## src/rtl/obi_dma_reg_pkg.sv

```systemverilog
// obi_dma_reg_pkg
//   Shared definitions for the obi_dma copy engine: register offsets,
//   CTRL/STATUS bit positions, the copy FSM state encoding and the
//   register-interface / OBI bus structs used on the ports.
package obi_dma_reg_pkg;

  localparam logic [3:0] SRC_OFFSET  = 4'h0;
  localparam logic [3:0] DST_OFFSET  = 4'h4;
  localparam logic [3:0] LEN_OFFSET  = 4'h8;
  localparam logic [3:0] CTRL_OFFSET = 4'hC;

  // CTRL (write) bits
  localparam int unsigned CTRL_START_BIT = 0;
  localparam int unsigned CTRL_CLEAR_BIT = 1;
  // STATUS (read) bits
  localparam int unsigned STATUS_BUSY_BIT = 0;
  localparam int unsigned STATUS_DONE_BIT = 1;

  typedef enum logic [2:0] {
    ST_IDLE    = 3'd0,
    ST_RD_REQ  = 3'd1,
    ST_RD_WAIT = 3'd2,
    ST_WR_REQ  = 3'd3,
    ST_WR_WAIT = 3'd4
  } dma_state_e;

  typedef struct packed {
    logic        valid;
    logic        write;
    logic [3:0]  wstrb;
    logic [31:0] addr;
    logic [31:0] wdata;
  } reg_req_t;

  typedef struct packed {
    logic        ready;
    logic [31:0] rdata;
    logic        error;
  } reg_rsp_t;

  typedef struct packed {
    logic        req;
    logic        we;
    logic [3:0]  be;
    logic [31:0] addr;
    logic [31:0] wdata;
  } obi_req_t;

  typedef struct packed {
    logic        gnt;
    logic        rvalid;
    logic [31:0] rdata;
  } obi_resp_t;

endpackage

```

## src/rtl/obi_dma_regs.sv

```systemverilog
// obi_dma_regs
//   Register-interface responder for the copy engine. Holds the programmed
//   SRC/DST/LEN values and the DONE flag, and turns CTRL writes into a
//   one-cycle start pulse.
// Ports:
//   clk_i, rst_i   clock, asynchronous active-high reset
//   reg_req_i      configuration access (valid, write, wstrb, addr, wdata)
//   reg_rsp_o      always ready; combinational rdata, error on addr[1:0]!=0
//   busy_i         copy FSM is not idle (blocks SRC/DST/LEN writes and START)
//   set_done_i     copy finished (or zero-length START) this cycle
//   start_o        accepted START pulse
//   src_o, dst_o   programmed addresses (word aligned)
//   len_o          programmed word count
//   done_o         DONE flag
//
// Handshake: the responder is always ready, so every cycle with valid=1 is a
// complete transfer; reads return data in that same cycle, writes land at
// the following clock edge.
module obi_dma_regs
  import obi_dma_reg_pkg::*;
#(
  parameter int unsigned LEN_WIDTH = 16
) (
  input  logic                 clk_i,
  input  logic                 rst_i,
  input  reg_req_t             reg_req_i,
  output reg_rsp_t             reg_rsp_o,
  input  logic                 busy_i,
  input  logic                 set_done_i,
  output logic                 start_o,
  output logic [31:0]          src_o,
  output logic [31:0]          dst_o,
  output logic [LEN_WIDTH-1:0] len_o,
  output logic                 done_o
);

  logic [31:0]          src_q, src_d;
  logic [31:0]          dst_q, dst_d;
  logic [LEN_WIDTH-1:0] len_q, len_d;
  logic                 done_q, done_d;

  logic       addr_err;
  logic       wr_en;
  logic       start;
  logic       clear;
  logic [3:0] offset;
  logic [31:0] len_ext;

  // Byte strobes and the upper address bits play no part in decoding.
  logic unused_req_bits;
  assign unused_req_bits = ^{reg_req_i.wstrb, reg_req_i.addr[31:4]};

  // addr[31:4] aliases onto the four registers; only misalignment is an error.
  assign offset   = {reg_req_i.addr[3:2], 2'b00};
  assign addr_err = (reg_req_i.addr[1:0] != 2'b00);
  assign wr_en    = reg_req_i.valid & reg_req_i.write & ~addr_err;

  always_comb begin
    len_ext                  = '0;
    len_ext[LEN_WIDTH-1:0]   = len_q;
  end

  always_comb begin
    src_d  = src_q;
    dst_d  = dst_q;
    len_d  = len_q;
    done_d = done_q;
    start  = 1'b0;
    clear  = 1'b0;
    if (wr_en) begin
      case (offset)
        SRC_OFFSET:  if (!busy_i) src_d = {reg_req_i.wdata[31:2], 2'b00};
        DST_OFFSET:  if (!busy_i) dst_d = {reg_req_i.wdata[31:2], 2'b00};
        LEN_OFFSET:  if (!busy_i) len_d = reg_req_i.wdata[LEN_WIDTH-1:0];
        CTRL_OFFSET: begin
          start = reg_req_i.wdata[CTRL_START_BIT] & ~busy_i;
          clear = reg_req_i.wdata[CTRL_CLEAR_BIT];
        end
        default: ;
      endcase
    end
    if (start || clear) done_d = 1'b0;
    // A zero-length START reports completion in the same edge it is accepted.
    if (set_done_i) done_d = 1'b1;
  end

  always_ff @(posedge clk_i or posedge rst_i) begin
    if (rst_i) begin
      src_q  <= '0;
      dst_q  <= '0;
      len_q  <= '0;
      done_q <= 1'b0;
    end else begin
      src_q  <= src_d;
      dst_q  <= dst_d;
      len_q  <= len_d;
      done_q <= done_d;
    end
  end

  always_comb begin
    reg_rsp_o.ready = 1'b1;
    reg_rsp_o.error = 1'b0;
    reg_rsp_o.rdata = '0;
    if (reg_req_i.valid) begin
      if (addr_err) begin
        reg_rsp_o.error = 1'b1;
      end else if (!reg_req_i.write) begin
        case (offset)
          SRC_OFFSET:  reg_rsp_o.rdata = src_q;
          DST_OFFSET:  reg_rsp_o.rdata = dst_q;
          LEN_OFFSET:  reg_rsp_o.rdata = len_ext;
          CTRL_OFFSET: begin
            reg_rsp_o.rdata[STATUS_BUSY_BIT] = busy_i;
            reg_rsp_o.rdata[STATUS_DONE_BIT] = done_q;
          end
          default: ;
        endcase
      end
    end
  end

  assign start_o = start;
  assign src_o   = src_q;
  assign dst_o   = dst_q;
  assign len_o   = len_q;
  assign done_o  = done_q;

endmodule

```

## src/rtl/obi_dma.sv

```systemverilog
// obi_dma
//   Word-granular memory-to-memory copy engine. Programmed through a
//   register-interface responder (obi_dma_regs); moves LEN words from SRC to
//   DST as an OBI initiator, one read then one write per word, with at most
//   one transaction outstanding.
// Ports:
//   clk_i, rst_i      clock, asynchronous active-high reset
//   reg_req_i/_rsp_o  configuration port
//   obi_req_o         OBI request (req, we, be, addr, wdata)
//   obi_resp_i        OBI response (gnt, rvalid, rdata)
//   dma_done_intr_o   level interrupt, high while DONE is set
//   state_o           current copy FSM state (debug)
//
// OBI handshake: a request is presented with req=1 and its fields held
// unchanged until the cycle gnt=1; req drops the cycle after. The response
// is the next rvalid=1 cycle. gnt/rvalid seen in any other state are ignored.
module obi_dma
  import obi_dma_reg_pkg::*;
#(
  parameter int unsigned LEN_WIDTH = 16
) (
  input  logic       clk_i,
  input  logic       rst_i,
  input  reg_req_t   reg_req_i,
  output reg_rsp_t   reg_rsp_o,
  output obi_req_t   obi_req_o,
  input  obi_resp_t  obi_resp_i,
  output logic       dma_done_intr_o,
  output dma_state_e state_o
);

  dma_state_e           state_q, state_d;
  logic [31:0]          src_q, src_d;
  logic [31:0]          dst_q, dst_d;
  logic [LEN_WIDTH-1:0] cnt_q, cnt_d;
  logic [31:0]          data_q, data_d;

  logic                 busy;
  logic                 set_done;
  logic                 start;
  logic [31:0]          reg_src;
  logic [31:0]          reg_dst;
  logic [LEN_WIDTH-1:0] reg_len;
  logic                 done;

  assign busy = (state_q != ST_IDLE);

  obi_dma_regs #(
    .LEN_WIDTH (LEN_WIDTH)
  ) u_regs (
    .clk_i      (clk_i),
    .rst_i      (rst_i),
    .reg_req_i  (reg_req_i),
    .reg_rsp_o  (reg_rsp_o),
    .busy_i     (busy),
    .set_done_i (set_done),
    .start_o    (start),
    .src_o      (reg_src),
    .dst_o      (reg_dst),
    .len_o      (reg_len),
    .done_o     (done)
  );

  always_comb begin
    state_d   = state_q;
    src_d     = src_q;
    dst_d     = dst_q;
    cnt_d     = cnt_q;
    data_d    = data_q;
    set_done  = 1'b0;
    obi_req_o = '0;
    case (state_q)
      ST_IDLE: begin
        if (start) begin
          src_d = reg_src;
          dst_d = reg_dst;
          cnt_d = reg_len;
          if (reg_len == '0) set_done = 1'b1;
          else               state_d  = ST_RD_REQ;
        end
      end
      ST_RD_REQ: begin
        obi_req_o.req  = 1'b1;
        obi_req_o.be   = 4'hF;
        obi_req_o.addr = src_q;
        if (obi_resp_i.gnt) state_d = ST_RD_WAIT;
      end
      ST_RD_WAIT: begin
        if (obi_resp_i.rvalid) begin
          data_d  = obi_resp_i.rdata;
          state_d = ST_WR_REQ;
        end
      end
      ST_WR_REQ: begin
        obi_req_o.req   = 1'b1;
        obi_req_o.we    = 1'b1;
        obi_req_o.be    = 4'hF;
        obi_req_o.addr  = dst_q;
        obi_req_o.wdata = data_q;
        if (obi_resp_i.gnt) state_d = ST_WR_WAIT;
      end
      ST_WR_WAIT: begin
        if (obi_resp_i.rvalid) begin
          // Addresses wrap naturally at 2^32.
          src_d = src_q + 32'd4;
          dst_d = dst_q + 32'd4;
          cnt_d = cnt_q - LEN_WIDTH'(1);
          if (cnt_q == LEN_WIDTH'(1)) begin
            set_done = 1'b1;
            state_d  = ST_IDLE;
          end else begin
            state_d  = ST_RD_REQ;
          end
        end
      end
      default: state_d = ST_IDLE;
    endcase
  end

  always_ff @(posedge clk_i or posedge rst_i) begin
    if (rst_i) begin
      state_q <= ST_IDLE;
      src_q   <= '0;
      dst_q   <= '0;
      cnt_q   <= '0;
      data_q  <= '0;
    end else begin
      state_q <= state_d;
      src_q   <= src_d;
      dst_q   <= dst_d;
      cnt_q   <= cnt_d;
      data_q  <= data_d;
    end
  end

  assign dma_done_intr_o = done;
  assign state_o         = state_q;

endmodule

```

## config.mk

```make
export PLATFORM = sky130hd
export DESIGN_NAME = obi_dma
export DESIGN_NICKNAME = d
export VERILOG_FILES = /design/src/rtl/obi_dma_reg_pkg.sv /design/src/rtl/obi_dma_regs.sv /design/src/rtl/obi_dma.sv
export SDC_FILE = /design/constraint.sdc
export NUM_CORES = 1
export LEC_CHECK = 0
export CORE_ASPECT_RATIO = 0.75
export CORE_MARGIN = 2
export CORE_UTILIZATION = 47
export CTS_BUF_LIST = sky130_fd_sc_hd__clkbuf_16
export DETAILED_ROUTE_END_ITERATION = 12
export MAX_ROUTING_LAYER = met4
export PLACE_DENSITY = 0.79
export SLEW_MARGIN = 15
export SYNTH_ARGS = -nofsm -noshare
export SYNTH_HDL_FRONTEND = slang
export SYNTH_SLANG_ARGS = --single-unit
```

## constraint.sdc

```tcl
create_clock -name clk_i -period 6.4 [get_ports clk_i]
set_clock_uncertainty 0.15 [all_clocks]
set_input_delay 0.96 -clock clk_i [delete_from_list [all_inputs] [get_ports clk_i]]
set_output_delay 0.96 -clock clk_i [all_outputs]
set_load 0.01 [all_outputs]
```

== After elaboration in Yosys (flattened, before gate mapping) ==
Cells that the tools add are included.

* Bitwise operators: 5
* $add $sub $neg: 3
* Eq/ne operators: 14
* Muxes and demuxes: 38
* Reduce and logical (&&, ||, !) cells: 15

{| class="wikitable"
|+ Operators by type and width
! operator !! count
|-
| 2-to-1 mux 32 bit || 7
|-
| one-hot mux 32 bit (2 select lines) || 2
|-
| one-hot mux 30 bit (3 select lines) || 1
|-
| one-hot mux 36 bit (2 select lines) || 1
|-
| adder 32 x 3 -> 32 bit (second input constant) || 2
|-
| 2-to-1 mux 33 bit || 1
|-
| 2-to-1 mux 16 bit || 2
|-
| one-hot mux 16 bit (2 select lines) || 1
|-
| 2-to-1 mux 3 bit || 6
|-
| == test 16 x 1 -> 1 bit (second input constant) || 1
|-
| zero test 16 bit || 1
|-
| subtractor 16 x 1 -> 16 bit (second input constant) || 1
|-
| one-hot mux 3 bit (5 select lines) || 1
|-
| 2-to-1 mux 1 bit || 14
|-
| inequality test 2 bit (second input constant) || 6
|-
| AND reduction 3 bit || 4
|-
| == test 3 x 2 -> 1 bit (second input constant) || 2
|-
| AND reduction 6 bit || 1
|-
| nonzero test 2 bit || 3
|-
| == test 2 bit (second input constant) || 2
|-
| zero test 4 bit || 1
|-
| one-hot mux 2 bit (2 select lines) || 1
|-
| AND 1 bit || 3
|-
| == test 3 x 1 -> 1 bit (second input constant) || 1
|-
| other kinds (9) || 10
|}

* Register bits after elaboration: 192
* Bits of input ports: 106

== Longest topological paths before layout ==
Gate-level depths: netlist of run 1.

* Depth after elaboration: 8
* Gate-level depth with buffers: 8
* Depth with buffers taken out: 6

== By module ==
A second synthesis of run 1 with hierarchy kept.

* Cell total of the unflattened synthesis: 1,110
* Area total of the unflattened synthesis: 10,844.2 um^2

{| class="wikitable"
|+ Modules (own cells, without submodules)
! module !! times used !! cells each !! area an instance (um^2)
|-
| obi_dma || 1 || 821 || 7,088.0
|-
| obi_dma_regs || 1 || 289 || 3,756.1
|}

== Worst setup path after synthesis of run 1 ==
No wires, ideal clock.

* Path type: in2out
* Start: in reg_req_i[33] (netlist name)
* End: out reg_rsp_o[22] (netlist name)
* Data required time: 5,290 ps
* Path slack: 3,184 ps
* Stages on the path: 6
* Path buffers: 2
* Arrival: 2,106 ps
* Cell sequence: nor2_1 nand3b_1 or2_2 clkbuf_1 clkbuf_1 nor2_1

{| class="wikitable"
|+ RTL lines
! item !! line !! source
|-
| from (decl) || obi_dma.sv:24 || <nowiki>input reg_req_t reg_req_i,</nowiki>
|-
| to (decl) || obi_dma.sv:25 || <nowiki>output reg_rsp_t reg_rsp_o,</nowiki>
|}

==> impl_summary.log, run 1 <==
[metrics] Sum Neg Setup Slack: 0 ns
[metrics] category of the worst setup path launch point: input port
[metrics] initial antenna violation count: 0
[metrics] proportion of synthesized flip-flops having asynchronous set or reset: 100%
[metrics] count of antenna diodes in the layout: 0
[metrics] Die Y-Extent: 133 um
[metrics] Worst Path Arrival: 3.59 ns
[metrics] layout cell share with drive strength beyond 1: 15.3%
[metrics] number of endpoints failing setup at the final stage: 0
[metrics] capturing element type of the critical path: output pin
[metrics] maximum number of pins on one net before global-route repair: 110
[metrics] Routed WL per cell: 19.7 um
[metrics] initial core utilization: 47.6%
[metrics] reported max-cap violation count: 0
[metrics] number of remaining DRC errors: 0
[metrics] TritonCTS clock tree: yes
[metrics] Yosys warnings: 0
[metrics] global route overflow: 0
[metrics] vias in the first global route: ~8500
[metrics] pwr dens: ~400 nW/um^2
[metrics] average instance area after synthesis: 9.69 sq um
[metrics] Min Hold Slack: 0.342 ns
[metrics] Worst IR Drop VDD: around 200 uV
[metrics] clock insertion delay at the later pin of the skew report: 0.45 ns
[metrics] main area contributors after synthesis: sky130_fd_sc_hd__dfrtp_1 45%, sky130_fd_sc_hd__mux2_2 12%, sky130_fd_sc_hd__mux2i_1 5.9%, sky130_fd_sc_hd__nor2_1 5.4%, sky130_fd_sc_hd__a21oi_1 5.2%
[metrics] leading register cell type out of synthesis: sky130_fd_sc_hd__dfrtp_1
[metrics] multi-input logic area: 5330 sq um
[metrics] post-synthesis cell area: 10400 sq um
[metrics] remaining max-slew budget at the tightest pin: 28.6%
[metrics] number of flops mapped to enable cells by yosys: 0
[metrics] number of port buffers: 178
[metrics] min Tclk post-route: between 4 and 5 ns
[metrics] count of mapped cells out of synthesis: 1077
[metrics] maximum count of clock buffers along a single path: 2
[metrics] Worst Hold Class: flop to flop
[metrics] number of DRC markers in iteration 0: 896
[metrics] boundary pin count: 214
[metrics] vias after detailed routing: 9062
[metrics] required time of the critical path: around 5.3 ns
[metrics] non-filler instance count after layout: 1511
[metrics] Initial DRT Pass Iterations: 8
[metrics] Post-CTS Setup Repair Bufs: 0
[metrics] sequential share of the synthesized area: between 40% and 50%
[metrics] number of placed cells counting well taps: 1479
[metrics] most repeated cell in the gate-level netlist after synthesis: sky130_fd_sc_hd__dfrtp_1
[metrics] number of levels in the clock H-tree: 4
[metrics] wire length reported by the detailed router: 29800 um
[metrics] floorplan die width: 176 um
[metrics] clock root buffer: sky130_fd_sc_hd__clkbuf_16
[metrics] hpwl dp: 20300 um
[metrics] Max Slew Vio Count: 0
[metrics] Fmax achieved: 213 MHz
[metrics] Core Box Area: 21900 sq um
[metrics] Slew @ Worst Pin: between 1 and 1.5 ns
[metrics] number of instances resized during post-cts repair: 0
[metrics] area of the die: 23400 sq um
[metrics] routed via count divided by cell count: 6.00
[metrics] worst-path maximum fanout: 16
[metrics] #FFs+latches synth: between 150 and 200
[metrics] Synth top area share: between 40% and 50%
[metrics] hold buffers post-CTS: 0
[metrics] Row Count: 47
[metrics] global placer's final weighted congestion: around 0.89
[metrics] Routed Antenna Nets: 0
[metrics] Reg area: roughly 4700 sq um
[metrics] post-layout net count: 1314
[metrics] number of buffers inserted during clock tree synthesis: 17
[metrics] leakage: 5.46 nW
[metrics] synth-to-layout area growth: 24.0%
[metrics] count of endpoints failing hold in the final timing report: 0
[metrics] share of the clock period used by the worst path: 73.5%
[metrics] total global-route track usage: a little over a quarter
[metrics] path type of the worst setup path: input port to output pin
[metrics] number of fill cells: 1820
[metrics] Cell variety after synth: 66
[metrics] leading post-synthesis cells by instance count: 188 x sky130_fd_sc_hd__dfrtp_1, 151 x sky130_fd_sc_hd__nor2_1, 109 x sky130_fd_sc_hd__a21oi_1
[metrics] result of the run: completed
[metrics] RSZ-0062 raised after global routing: false
[metrics] biggest area consumer among synthesized cells: sky130_fd_sc_hd__dfrtp_1
[metrics] wire length of the first global-routing pass: around 47000 um
[metrics] clock slew at reported path FFs: 0.07 ns
[metrics] count of clock tree sinks: ~190
-- logic make-up after synthesis --
family,share of synthesized area [%]
DFF,45.1
other,0.0720
AOI/OAI and AO/OA,14.8
xor gates and xnor gates,0.0840
muxes,17.6
adders and majority gates,0.480
buffers and inverters,4.26
and+or+nand+nor,17.6
-- routing by layer --
metal  global-route usage (%)  vias up  routed length (um)
met5                        -        -                   0
met4                     7.21        0                 503
met3                     4.37       38                2420
met2                     37.3      420               12700
met1                     39.5     4421               14200
li1                         -     4183                   -
-- critical path: stages --
cell and delay [ns]:
sky130_fd_sc_hd__clkdlybuf4s50_1 0.41, sky130_fd_sc_hd__nor2_1 0.15, sky130_fd_sc_hd__nand3b_1 0.54, sky130_fd_sc_hd__or2_2 0.71
sky130_fd_sc_hd__nor2_1 0.25, sky130_fd_sc_hd__clkdlybuf4s50_1 0.57
-- placed cells by master, fill, tap and decap left out, types with 5 or more instances in the layout --
cell type | Yosys | layout
sky130_fd_sc_hd__a21oi_1 | 109 | 109
sky130_fd_sc_hd__a31oi_1 | 12 | 12
sky130_fd_sc_hd__a41oi_1 | 10 | 10
sky130_fd_sc_hd__and3_1 | 42 | 42
sky130_fd_sc_hd__and4_1 | 6 | 6
sky130_fd_sc_hd__buf_4 | 7 | 18
sky130_fd_sc_hd__clkbuf_16 | 0 | 17
sky130_fd_sc_hd__clkdlybuf4s50_1 | 0 | 177
sky130_fd_sc_hd__dfrtp_1 | 188 | 187
sky130_fd_sc_hd__inv_1 | 9 | 8
sky130_fd_sc_hd__inv_6 | 0 | 8
sky130_fd_sc_hd__mux2_2 | 107 | 107
sky130_fd_sc_hd__mux2i_1 | 62 | 62
sky130_fd_sc_hd__nand2_1 | 41 | 41
sky130_fd_sc_hd__nand2b_1 | 5 | 5
sky130_fd_sc_hd__nand3_1 | 33 | 33
sky130_fd_sc_hd__nand4_1 | 18 | 18
sky130_fd_sc_hd__nor2_1 | 151 | 151
sky130_fd_sc_hd__nor3_1 | 24 | 22
sky130_fd_sc_hd__nor4_1 | 9 | 9
sky130_fd_sc_hd__o21ai_0 | 44 | 44
sky130_fd_sc_hd__o22a_1 | 22 | 22
sky130_fd_sc_hd__o22ai_1 | 15 | 15
sky130_fd_sc_hd__o2bb2ai_1 | 7 | 7
-- where the power goes --
part | internal [mW] | total, mW | switching [mW]
registers | 1.67 | 2.19 | 0.522
clock network | 0.551 | 1.07 | 0.517
logic | 0.949 | 1.90 | 0.947
-- per-stage QoR --
stage	utilization, %	total power [mW]	area (sq um)	setup WS (ns)
3_5_place_dp	56.3	4.07	12400	1.62
6_report	59.0	5.15	12900	1.70
5_1_grt	59.0	5.47	12900	1.45
3_3_place_gp	56.3	3.99	12400	1.65
2_1_floorplan	-	3.36	10400	0.176
4_1_cts	59.0	5.14	12900	1.61
-- area by class of cell --
class                      instances  area share (%)
clock buffer                      17            3.29
clock inverter                    15            1.20
inverter                           9           0.300
multi-input combinational        792            41.2
sequential                       188            36.4
tap                              294            2.84
timing repair buffer             196            14.8
-- sequential cells by signal (all words and copies together) (netlist names), 3 cells and up --
register,cells
src_q,30
u_regs.src_o,30
u_regs.len_o,16
cnt_q,16
state_o,3
data_q,32
u_regs.dst_o,30
dst_q,30
-- path summary, 6_finish.rpt --
check,start,end,slack [ns],depth (start not counted)
worst max-delay path,reg_req_i[33],reg_rsp_o[32],1.70,6
max in group asynchronous,rst_i,state_o[1],3.92,3
worst max register to register,state_o[2],cnt_q[14],2.92,6
worst min-delay path,cnt_q[8],cnt_q[8],0.34,1
min in group asynchronous,rst_i,u_regs.src_o[10],0.93,2
worst min register to register,cnt_q[8],cnt_q[8],0.34,1
No activity file was read; power rests on OpenSTA's default activity.
==> run 2: changes to the inputs <==
==> constraint.sdc (replaced) <==
create_clock -name clk_i -period 3.97 [get_ports clk_i]
set_clock_uncertainty 0.15 [all_clocks]
set_input_delay 0.5955 -clock clk_i [delete_from_list [all_inputs] [get_ports clk_i]]
set_output_delay 0.5955 -clock clk_i [all_outputs]
set_load 0.01 [all_outputs]
==> run 2 against run 1 <==
- core utilization grew 0.40 points
- global-route usage shrank 0.58 points
- clock power grew 58%
- non-clock buffer count grew 6
- flip-flop and latch count is the same
- sequential power grew 63%
- final cell count grew 0.40%
- wire length shrank 0.64%
- die area is the same
- register-to-register slack lost 1.9 ns
==> impl_summary.log, run 2 (synthesis gave the netlist of run 1 again) <==
[metrics] result of the run: completed
[metrics] Max Slew Vio Count: 0 (unchanged)
[metrics] reported max-cap violation count: 0 (unchanged)
[metrics] slack of the worst reg-to-reg path: 1.03 ns (-1.89 ns)
[metrics] hold buffers post-CTS: 0 (unchanged)
[metrics] worst hold path depth: 1 (unchanged)
[metrics] Worst IR Drop VDD: 325 uV (+62%)
[metrics] Crit Reg-Reg Startpoint: state_o[1]
[metrics] Worst Hold Class: flop to flop
[metrics] number of endpoints failing setup at the final stage: 0 (unchanged)
[metrics] non-filler instance count after layout: 1517 (+0.40%)
[metrics] Worst Hold End: data_q[20]
[metrics] Fmax achieved: 285 MHz
[metrics] Core Box Area: 21900 sq um (unchanged)
[metrics] Sum Neg Setup Slack: 0 ns (unchanged)
[metrics] Post-CTS Setup Repair Bufs: 0 (unchanged)
[metrics] number of buffers inserted during clock tree synthesis: 17 (unchanged)
[metrics] required time of the critical path: 3.22 ns (-2.07 ns)
[metrics] boundary pin count: 214 (unchanged)
[metrics] vias in the first global route: 8573 (+0.93%)
[metrics] leakage: 5.51 nW (+0.89%)
[metrics] count of endpoints failing hold in the final timing report: 0 (unchanged)
[metrics] Initial DRT Pass Iterations: 5 (-3)
[metrics] maximum number of pins on one net before global-route repair: 189 (+72%)
[metrics] capturing element type of the critical path: output pin
[metrics] Worst Path Arrival: 2.76 ns (-0.83 ns)
[metrics] count of antenna diodes in the layout: 0 (unchanged)
[metrics] min Tclk post-route: 3.50 ns
[metrics] number of DRC markers in iteration 0: 899 (+0.33%)
[metrics] category of the worst setup path launch point: flop
[metrics] flip-flop count of the largest register after layout: 32 (unchanged)
[metrics] highest-count cells in the layout ignoring fill and taps: 187 x sky130_fd_sc_hd__dfrtp_1, 177 x sky130_fd_sc_hd__clkdlybuf4s50_1, 151 x sky130_fd_sc_hd__nor2_1
[metrics] post-layout net count: 1320 (+0.46%)
[metrics] Slew @ Worst Pin: 1.07 ns (+0.000571 ns)
[metrics] hpwl dp: 20500 um (+0.72%)
[metrics] Reg2Reg Capture Point: dst_q[13]
[metrics] startpoint of the tightest hold check path: data_q[20]
[metrics] floorplan die width: 176 um (unchanged)
[metrics] register name with the most flops: data_q
[metrics] maximum count of clock buffers along a single path: 2 (unchanged)
[metrics] remaining max-slew budget at the tightest pin: 28.5% (-0.038 points)
[metrics] number of levels in the clock H-tree: 4 (unchanged)
[metrics] initial core utilization: 47.6% (unchanged)
[metrics] layout cell share with drive strength beyond 1: 15.7% (+0.42 points)
[metrics] number of placed cells counting well taps: 1485 (+0.41%)
[metrics] most common cell after layout, fill and taps aside: sky130_fd_sc_hd__dfrtp_1
[metrics] area of the die: 23400 sq um (unchanged)
[metrics] share of the clock period used by the worst path: 88.2%
[metrics] global placer's final weighted congestion: 0.903 (+0.93%)
[metrics] number of cells traversed by the worst register-to-register path: 5 (-1)
[metrics] initial antenna violation count: 0 (unchanged)
[metrics] synth-to-layout area growth: 24.8%
[metrics] number of remaining DRC errors: 0 (unchanged)
[metrics] clock slew at reported path FFs: 0.08 ns (about the same)
[metrics] Routed Antenna Nets: 0 (unchanged)
[metrics] count of clock tree sinks: 188 (unchanged)
[metrics] worst-path maximum fanout: 39 (+23)
[metrics] vias after detailed routing: 9084 (+0.24%)
[metrics] global route overflow: 0 (unchanged)
[metrics] path type of the worst setup path: flop to output pin
[metrics] RSZ-0062 raised after global routing: false
[metrics] wire length of the first global-routing pass: 46700 um (-1.3%)
[metrics] wire length reported by the detailed router: 29600 um (-0.64%)
[metrics] number of instances resized during post-cts repair: 0 (unchanged)
[metrics] clock insertion delay at the later pin of the skew report: 0.43 ns (-0.02 ns)
[metrics] clock root buffer: sky130_fd_sc_hd__clkbuf_16
[metrics] routed via count divided by cell count: 5.99 (-0.15%)
[metrics] number of port buffers: 178 (unchanged)
[metrics] Die Y-Extent: 133 um (unchanged)
[metrics] total global-route track usage: 25.9% (-0.58 points)
[metrics] Row Count: 47 (unchanged)
[metrics] TritonCTS clock tree: yes
[metrics] Routed WL per cell: 19.5 um (-1.0%)
[metrics] pwr dens: 638 nW/um^2 (+60%)
run 2: how the worst max path moves through the flow:
stage          depth (start not counted)       endpoint           from
2_1_floorplan                          1       cnt_q[0]          rst_i
3_3_place_gp                           6  reg_rsp_o[25]  reg_req_i[33]
3_5_place_dp                           6  reg_rsp_o[24]  reg_req_i[33]
4_1_cts                                4  obi_req_o[40]     state_o[1]
5_1_grt                                4  obi_req_o[62]     state_o[1]
6_report                               4  obi_req_o[41]     state_o[1]
run 2: power breakdown:
| part | switching [mW] | internal (mW) |
|---|---|---|
| Combinational | 1.50 | 1.55 |
| Sequential | 0.874 | 2.69 |
| Clock | 0.850 | 0.843 |
| Total | 3.23 | 5.08 |
run 2: per-layer routing:
metal	GRT usage (%)	part of all wire, %
met1	37.4	47
met2	37.3	44
met3	4.97	7.6
met4	7.16	1.8
met5	-	0
run 2: stage by stage:
stage                     cell area (sq um)  worst slack (ns)  hold WS (ns)  total power [mW]  util [%]
after floorplan                       10400             0.804         0.298              5.41         -
after global placement                12400             0.693         0.317              6.47      56.7
after detailed placement              12400             0.690         0.328              6.59      56.7
after CTS                             13000             0.475         0.351              8.30      59.4
after global routing                  13000             0.321         0.359              8.80      59.4
final                                 13000             0.467         0.352              8.30      59.4
run 2: worst max-delay path, stage by stage (launching register included):
cell and delay, ns:
sky130_fd_sc_hd__dfrtp_2 0.76, sky130_fd_sc_hd__buf_4 0.59, sky130_fd_sc_hd__mux2i_1 0.40, sky130_fd_sc_hd__nor2_1 0.07
sky130_fd_sc_hd__clkdlybuf4s50_1 0.49
run 2: layout make-up:
class,count,area [sq um]
fillers,1835,8910
multi-input cells,792,5330
flip-flops and latches,188,4710
repair buffers,202,2010
clock buffers,17,425
well taps,294,368
clock inverters,15,150
inverters,9,37.5
==> run 3: changes to the inputs <==
--- a/config.mk
+++ b/config.mk
@@ -10,6 +10,7 @@
 export CORE_UTILIZATION = 47
 export CTS_BUF_LIST = sky130_fd_sc_hd__clkbuf_16
 export DETAILED_ROUTE_END_ITERATION = 12
+export HOLD_SLACK_MARGIN = 0.05
 export MAX_ROUTING_LAYER = met4
 export PLACE_DENSITY = 0.79
 export SLEW_MARGIN = 15
==> results of run 3 <==
Same layout as run 2: the final DEF is identical, and so are final timing and power.
